File: config.mk
export PLATFORM = sky130hd
export DESIGN_NAME = dsp_mac_sequencer
export DESIGN_NICKNAME = d
export VERILOG_FILES = /design/src/rtl/dsp_mac_sequencer.sv
export SDC_FILE = /design/constraint.sdc
export NUM_CORES = 1
export LEC_CHECK = 0
export CELL_PAD_IN_SITES_DETAIL_PLACEMENT = 0
export CELL_PAD_IN_SITES_GLOBAL_PLACEMENT = 1
export CORE_MARGIN = 3
export CORE_UTILIZATION = 26
export DETAILED_ROUTE_END_ITERATION = 7
export GPL_ROUTABILITY_DRIVEN = 0
export PLACE_DENSITY = 0.86
export SETUP_SLACK_MARGIN = 0.5
export SKIP_CTS_REPAIR_TIMING = 1
export SYNTH_ARGS = -nofsm -noshare
export SYNTH_HDL_FRONTEND = slang
export SYNTH_SLANG_ARGS = --single-unit
File: constraint.sdc
create_clock -name CLK -period 2.68 [get_ports CLK]
set_clock_uncertainty 0.15 [all_clocks]
set_input_delay 0.67 -clock CLK [delete_from_list [all_inputs] [get_ports CLK]]
set_output_delay 0.67 -clock CLK [all_outputs]
set_load 0.02 [all_outputs]
File: src/rtl/dsp_mac_sequencer.sv
// Upstream control for a DSP48A1 slice: streams operand pairs into the slice, aligns
// OPMODE/CEP to the slice pipeline, and buffers each frame's sum of products.
module dsp_mac_sequencer #(
    parameter int TAPS = 8
) (
    input  logic        CLK,
    input  logic        RSTA,
    input  logic        in_valid,
    output logic        in_ready,
    input  logic [17:0] in_a,
    input  logic [17:0] in_b,
    output logic [17:0] dsp_a,
    output logic [17:0] dsp_b,
    output logic [7:0]  dsp_opmode,
    output logic        dsp_cea,
    output logic        dsp_ceb,
    output logic        dsp_cem,
    output logic        dsp_cep,
    input  logic [47:0] dsp_p,
    output logic        out_valid,
    input  logic        out_ready,
    output logic [47:0] out_data,
    output logic        busy
);

    localparam int CW = (TAPS > 1) ? $clog2(TAPS) : 1;

    typedef enum logic [1:0] {
        S_ACCUM,
        S_FLUSH,
        S_WAIT
    } state_t;

    state_t          r_state;
    state_t          w_next_state;
    logic [CW-1:0]   r_tap_cnt;
    logic [1:0]      r_flush_cnt;
    logic            r_vld1;
    logic            r_first1;
    logic            r_vld2;
    logic            r_first2;
    logic            r_out_valid;
    logic [47:0]     r_out_data;
    logic            w_accept;
    logic            w_last_tap;
    logic            w_flush_end;
    logic            w_buf_free;
    logic            w_capture;

    assign in_ready    = (r_state == S_ACCUM) && !RSTA;
    assign w_accept    = in_valid && in_ready;
    assign w_last_tap  = w_accept && (r_tap_cnt == CW'(TAPS - 1));
    assign w_flush_end = (r_state == S_FLUSH) && (r_flush_cnt == 2'd2);
    assign w_buf_free  = !r_out_valid || out_ready;

    assign dsp_a   = w_accept ? in_a : '0;
    assign dsp_b   = w_accept ? in_b : '0;
    assign dsp_cea = 1'b1;
    assign dsp_ceb = 1'b1;
    assign dsp_cem = 1'b1;

    assign out_valid = r_out_valid;
    assign out_data  = r_out_data;
    assign busy      = (r_state != S_ACCUM);

    always_ff @(posedge CLK or posedge RSTA) begin
        if (RSTA) begin
            r_state <= S_ACCUM;
        end else begin
            r_state <= w_next_state;
        end
    end

    always_comb begin
        w_next_state = r_state;
        w_capture    = 1'b0;
        dsp_opmode   = 8'h08;
        dsp_cep      = 1'b0;
        case (r_state)
            S_ACCUM: begin
                if (w_last_tap) begin
                    w_next_state = S_FLUSH;
                end
            end
            S_FLUSH: begin
                if (w_flush_end) begin
                    w_capture    = w_buf_free;
                    w_next_state = w_buf_free ? S_ACCUM : S_WAIT;
                end
            end
            S_WAIT: begin
                if (w_buf_free) begin
                    w_capture    = 1'b1;
                    w_next_state = S_ACCUM;
                end
            end
            default: w_next_state = S_ACCUM;
        endcase
        // Post-adder stage: first tap loads M alone so stale P is never summed in.
        if (r_vld2 && (r_state != S_WAIT)) begin
            dsp_opmode = r_first2 ? 8'h01 : 8'h09;
            dsp_cep    = 1'b1;
        end
    end

    always_ff @(posedge CLK or posedge RSTA) begin
        if (RSTA) begin
            r_tap_cnt   <= '0;
            r_flush_cnt <= '0;
            r_vld1      <= 1'b0;
            r_first1    <= 1'b0;
            r_vld2      <= 1'b0;
            r_first2    <= 1'b0;
        end else begin
            if (w_accept) begin
                r_tap_cnt <= w_last_tap ? '0 : r_tap_cnt + CW'(1);
            end
            if (r_state == S_FLUSH) begin
                r_flush_cnt <= w_flush_end ? 2'd0 : r_flush_cnt + 2'd1;
            end else begin
                r_flush_cnt <= '0;
            end
            r_vld1   <= w_accept;
            r_first1 <= w_accept && (r_tap_cnt == '0);
            r_vld2   <= r_vld1;
            r_first2 <= r_first1;
        end
    end

    // New capture takes priority over a simultaneous consumer pop.
    always_ff @(posedge CLK or posedge RSTA) begin
        if (RSTA) begin
            r_out_valid <= 1'b0;
            r_out_data  <= '0;
        end else if (w_capture) begin
            r_out_valid <= 1'b1;
            r_out_data  <= dsp_p;
        end else if (r_out_valid && out_ready) begin
            r_out_valid <= 1'b0;
        end
    end

endmodule
* Word-level counts from Yosys, hierarchy flattened
Cells that the tools add are included.
** Operators by class
- Add/sub/neg operators :: 2
- Equal/unequal tests :: 8
- Mux-type cells :: 18
- Reductions and logical operators :: 15
** Operator list (count)
- two-way mux 18 bit :: 2
- two-way mux 2 bit :: 6
- two-way mux 4 bit :: 2
- inequality test 2 bit (second input constant) :: 4
- logical AND 1 bit :: 7
- one-hot mux 2 bit (3 select lines) :: 1
- two-way mux 1 bit :: 5
- == test 2 bit (second input constant) :: 2
- nonzero test 2 bit :: 2
- adder 3 x 1 -> 3 bit (second input constant) :: 1
- == test 3 bit (second input constant) :: 1
- logical NOT 3 bit :: 1
- two-way mux 3 bit :: 1
- AND reduction 3 bit :: 1
- adder 2 x 1 -> 2 bit (second input constant) :: 1
- == test 2 x 1 -> 1 bit (second input constant) :: 1
- logical NOT 1 bit :: 2
- logical NOT 2 bit :: 1
- one-hot mux 1 bit (2 select lines) :: 1
- logical OR 1 bit :: 1
** Storage, ports and cells
- Register bits :: 60
- Logic and storage cells :: 52

* Depth between registers and ports, before layout
- Depth in word-level cells :: 6
- Depth in mapped cells :: 7
- Gate-level depth less buffers :: 5

* Least setup slack after synthesis
Ideal clock, no wire load.
- Kind :: input port to output port
- Start point :: input RSTA
- End point :: output dsp_b[14]
- Arrival :: 1.544 ns
- Required time :: 1.860 ns
- Path slack :: 0.316 ns
- Stages on the path :: 4
- Buffers on the path :: 2
- Path through :: and3b_1 clkbuf_1 clkbuf_1 and2_1
** Between the ends
- Word-level cells in the longest chain between the ends :: 4
** Ends and longest elaborated chain
- start, declared :: line 7 : input logic RSTA,
- logical NOT 1 bit (no line)
- logical AND 1 bit :: line 50 : assign in_ready = (r_state == S_ACCUM) && !RSTA;
- logical AND 1 bit :: line 51 : assign w_accept = in_valid && in_ready;
- named net w_accept :: line 44 : logic w_accept;
- two-way mux 18 bit :: line 57 : assign dsp_b = w_accept ? in_b : '0;
- end, declared :: line 13 : output logic [17:0] dsp_b,
The timed path passes the listed nets, and every way through them passes these cells.

* Worst setup path after layout
- Start point :: register r_state[1]
- End point :: output dsp_b[11]
** Between the ends
- Word-level cells in the longest chain between the ends :: 4
** Ends and longest elaborated chain
- start, declared :: line 34 : state_t r_state;
- start signal, assigned :: line 70 : r_state <= w_next_state;
- logical NOT 2 bit :: line 50
- logical AND 1 bit :: line 50
- logical AND 1 bit :: line 51
- two-way mux 18 bit :: line 57
Every way passes these cells.

==> key figures <==
Outcome
  • Status: finished, final reports clean

Placement
  • Port buffer count: 177
  • Post-Place Setup Slack: -0.4804 ns
  • Post-DP HPWL: 5985 um

Pwr
  • P per Cell Area: 866.4 mW/mm^2
  • Total power: 4.819 mW
  • Static Leak: 2.691 nW
  • Peak supply drop: 0.3655 mV

Route
  • DR iter-0 viols: 107
  • Antenna Violating Nets Remaining: 0
  • DR WL/cell: 15.97 um
  • Final wirelength: 9005 um
  • DR pass1 iterations: 4
  • Vias/cell: 4.284
  • Vias: 2416
  • # DRC: 0

Timing
  • Fin crit share: 96.96%
  • Setup-failing EPs final: 0
  • Final Hold Viols: 0
  • Final WS setup: 0.08159 ns
  • Max Fclk: 0.3849 GHz
  • Max-slew violation count: 0
  • Fin crit period: 2.598 ns
  • RSZ-0062 raised after global routing: true

Synthesis
  • Largest family of logic cells by synthesized area: multiplexers
  • Synth Flop Type: dfrtp_1
  • Top cell type by total area after synthesis: dfrtp_1
  • XOR/XNOR Fraction of Synth Area: 0%
  • Post-synthesis mux area share: 22.36%
  • Synth top area share: 53.55%
  • Post-synthesis sequential area ratio: 53.55%
  • Register bit total from synthesis: 60
  • EDFF count, synth: 0
  • Simple-gate share of the synthesized area: 12.32%
  • Syn avg cell area: 13.35 um^2
  • Post-synth ARST share: 100.0%
  • YS warnings: 0
  • Mapped Cells: 210
  • Ranking of synthesized cells by area: dfrtp_1 (54%), mux2_2 (12%), mux2_4 (11%), and2_1 (8.3%), buf_4 (3.2%)
  • Synth Area in Compound Gates: 2.097%
  • Cell Area, Synth: 0.002804 mm^2
  • Post-synthesis adder-cell area fraction: 3.124%
  • Count of cell types in the netlist: 25

Critical path
  • Buf/Inv on CP: 4
  • Crit path DAT: 1.78 ns
  • Crit path required time: 1.86 ns
  • CP peak stage delay: 0.37 ns
  • RR Startpoint: r_state[1]
  • R2R setup slack: 0.38 ns
  • CP endpoint kind: primary output
  • Reg-to-reg endpoint: out_data[22]
  • Critical-path cell list: inv_2 -> ha_4 -> and3b_2 -> buf_12 -> clkbuf_16 -> and2_2 -> clkbuf_2
  • Largest delay share family, worst path: buffers and inverters
  • CP max-delay cell: dfrtp_1
  • Crit path kind: reg2out
  • Startpoint Class: flip-flop
  • Worst r2r path cells: 9
  • Maximum fanout along the worst path: 9

Cells and area
  • Nets: 520
  • Fill count: 896
  • Final Util: 53.39%
  • Most frequent cells in the layout: clkdlybuf4s50_1 (134), dfrtp_1 (60), mux2_4 (40)
  • Area growth, synth to finish: 98.35%
  • Diode count: 0
  • Most common cell after layout, fill and taps aside: clkdlybuf4s50_1
  • Fraction of layout cells with a size suffix above 1: 43.46%

Clock network
  • Clk slew on worst S/H paths: 0.07 ns
  • # H-tree levels: 3
  • Number of buffers created by CTS: 9
  • CTS tree: yes
  • CTS sink cnt: 60
  • CTS root buffer: clkbuf_8
  • Clk Latency, worst-skew pair: 0.32 ns
  • CTS Buffer Depth: 2

Global routing
  • Global Route Usage Sum: 12.25%
  • Initial antenna violation count: 0
  • Overflow left after global routing: 0
  • Largest net degree at the start of global routing: 61
  • First-pass GRT wire length: 11380 um
  • Vias in the first global route: 2371

Floorplan
  • Die span in x: 109.8 um
  • I/O pins: 187
  • CORE AREA: 0.01042 mm^2
  • Chip Height: 109.8 um
  • Starting Density: 26.92%
  • Die area: 0.01207 mm^2
  • FP Rows: 37

Worst hold path
  • Hold path startpoint: r_first1
  • Hold worst-path end: r_first2
  • Hold Path Stages: 0
  • Worst Hold Class: reg2reg

Run
  • MaxCap Viol Count: 0
[per-layer routing]
layer | vias up | global-route usage [%] | routed length, um
li1 | 1108 | - | -
met1 | 1152 | 14.35 | 3356
met2 | 148 | 19.80 | 4549
met3 | 8 | 4.991 | 995
met4 | 0 | 5.076 | 102
met5 | - | 0 | 0
[cells in the mapped netlist (2+ instances only)]
library cell,n
nand3b_1,3
nor2_1,3
nor2b_1,2
conb_1,2
buf_8,2
mux2_4,20
dfrtp_1,60
and2_1,37
o21ai_0,4
ha_1,7
mux2_2,29
clkbuf_1,5
and3b_1,2
nand2_1,5
inv_1,7
nand2b_1,2
buf_4,12
[flip-flops by register name (all words and copies together), names as in the netlist]
| register | flops |
|---|---|
| r_first1 | 1 |
| r_tap_cnt | 3 |
| r_first2 | 1 |
| out_valid | 1 |
| out_data | 48 |
| r_state | 2 |
| r_flush_cnt | 2 |
| r_vld2 | 1 |
| r_vld1 | 1 |
[metrics by stage]
step / cells / hold WS [ns] / area (um^2) / setup TNS [ns]
3_3_place_gp: 525 / 0.1848 / 4826 / -16.45
3_5_place_dp: 525 / 0.1893 / 4826 / -16.69
5_1_grt: 564 / 0.2144 / 5562 / 0
6_report: 564 / 0.2004 / 5562 / 0
4_1_cts: 539 / 0.2037 / 4982 / -17.69
2_1_floorplan: 217 / 0.1812 / 2878 / 0
[power breakdown]
| part | leakage [nW] | internal [mW] | switching (mW) |
|---|---|---|---|
| Clock | 0.0848 | 0.346 | 0.327 |
| Sequential | 0.761 | 1.29 | 0.207 |
| Combinational | 1.85 | 1.56 | 1.09 |
| Total | 2.69 | 3.20 | 1.62 |
[worst max-delay path by stage]
stage          slack, ns       start  cells after the start        end
4_1_cts            -0.50    in_valid                      5  dsp_a[15]
3_5_place_dp       -0.48    in_valid                      5  dsp_a[15]
2_1_floorplan       0.44        RSTA                      4  dsp_a[10]
3_3_place_gp       -0.48    in_valid                      5  dsp_a[15]
5_1_grt             0.01  r_state[1]                      7  dsp_b[11]
6_report            0.08  r_state[1]                      7  dsp_b[11]
[cell type report]
type / instances / area, um^2 / share of cell area, %
clock inverter: 3 / 15.01 / 0.2700
inverter: 7 / 30.03 / 0.5399
tap: 136 / 170.2 / 3.060
timing repair buffer: 217 / 2354 / 42.32
sequential: 60 / 1501 / 27.00
multi-input combinational: 130 / 1350 / 24.27
clock buffer: 11 / 141.4 / 2.542
[cell families (layout without fill, tap and decap cells)]
| logic type | after synthesis | after routing |
|---|---|---|
| buf+inv | 27 | 238 |
| flops | 60 | 60 |
| mux | 49 | 49 |
| simple gates | 57 | 57 |
| other cells | 2 | 9 |
| compound gates | 8 | 8 |
| fa+ha+maj | 7 | 7 |
(Power assumes the default switching activity.)
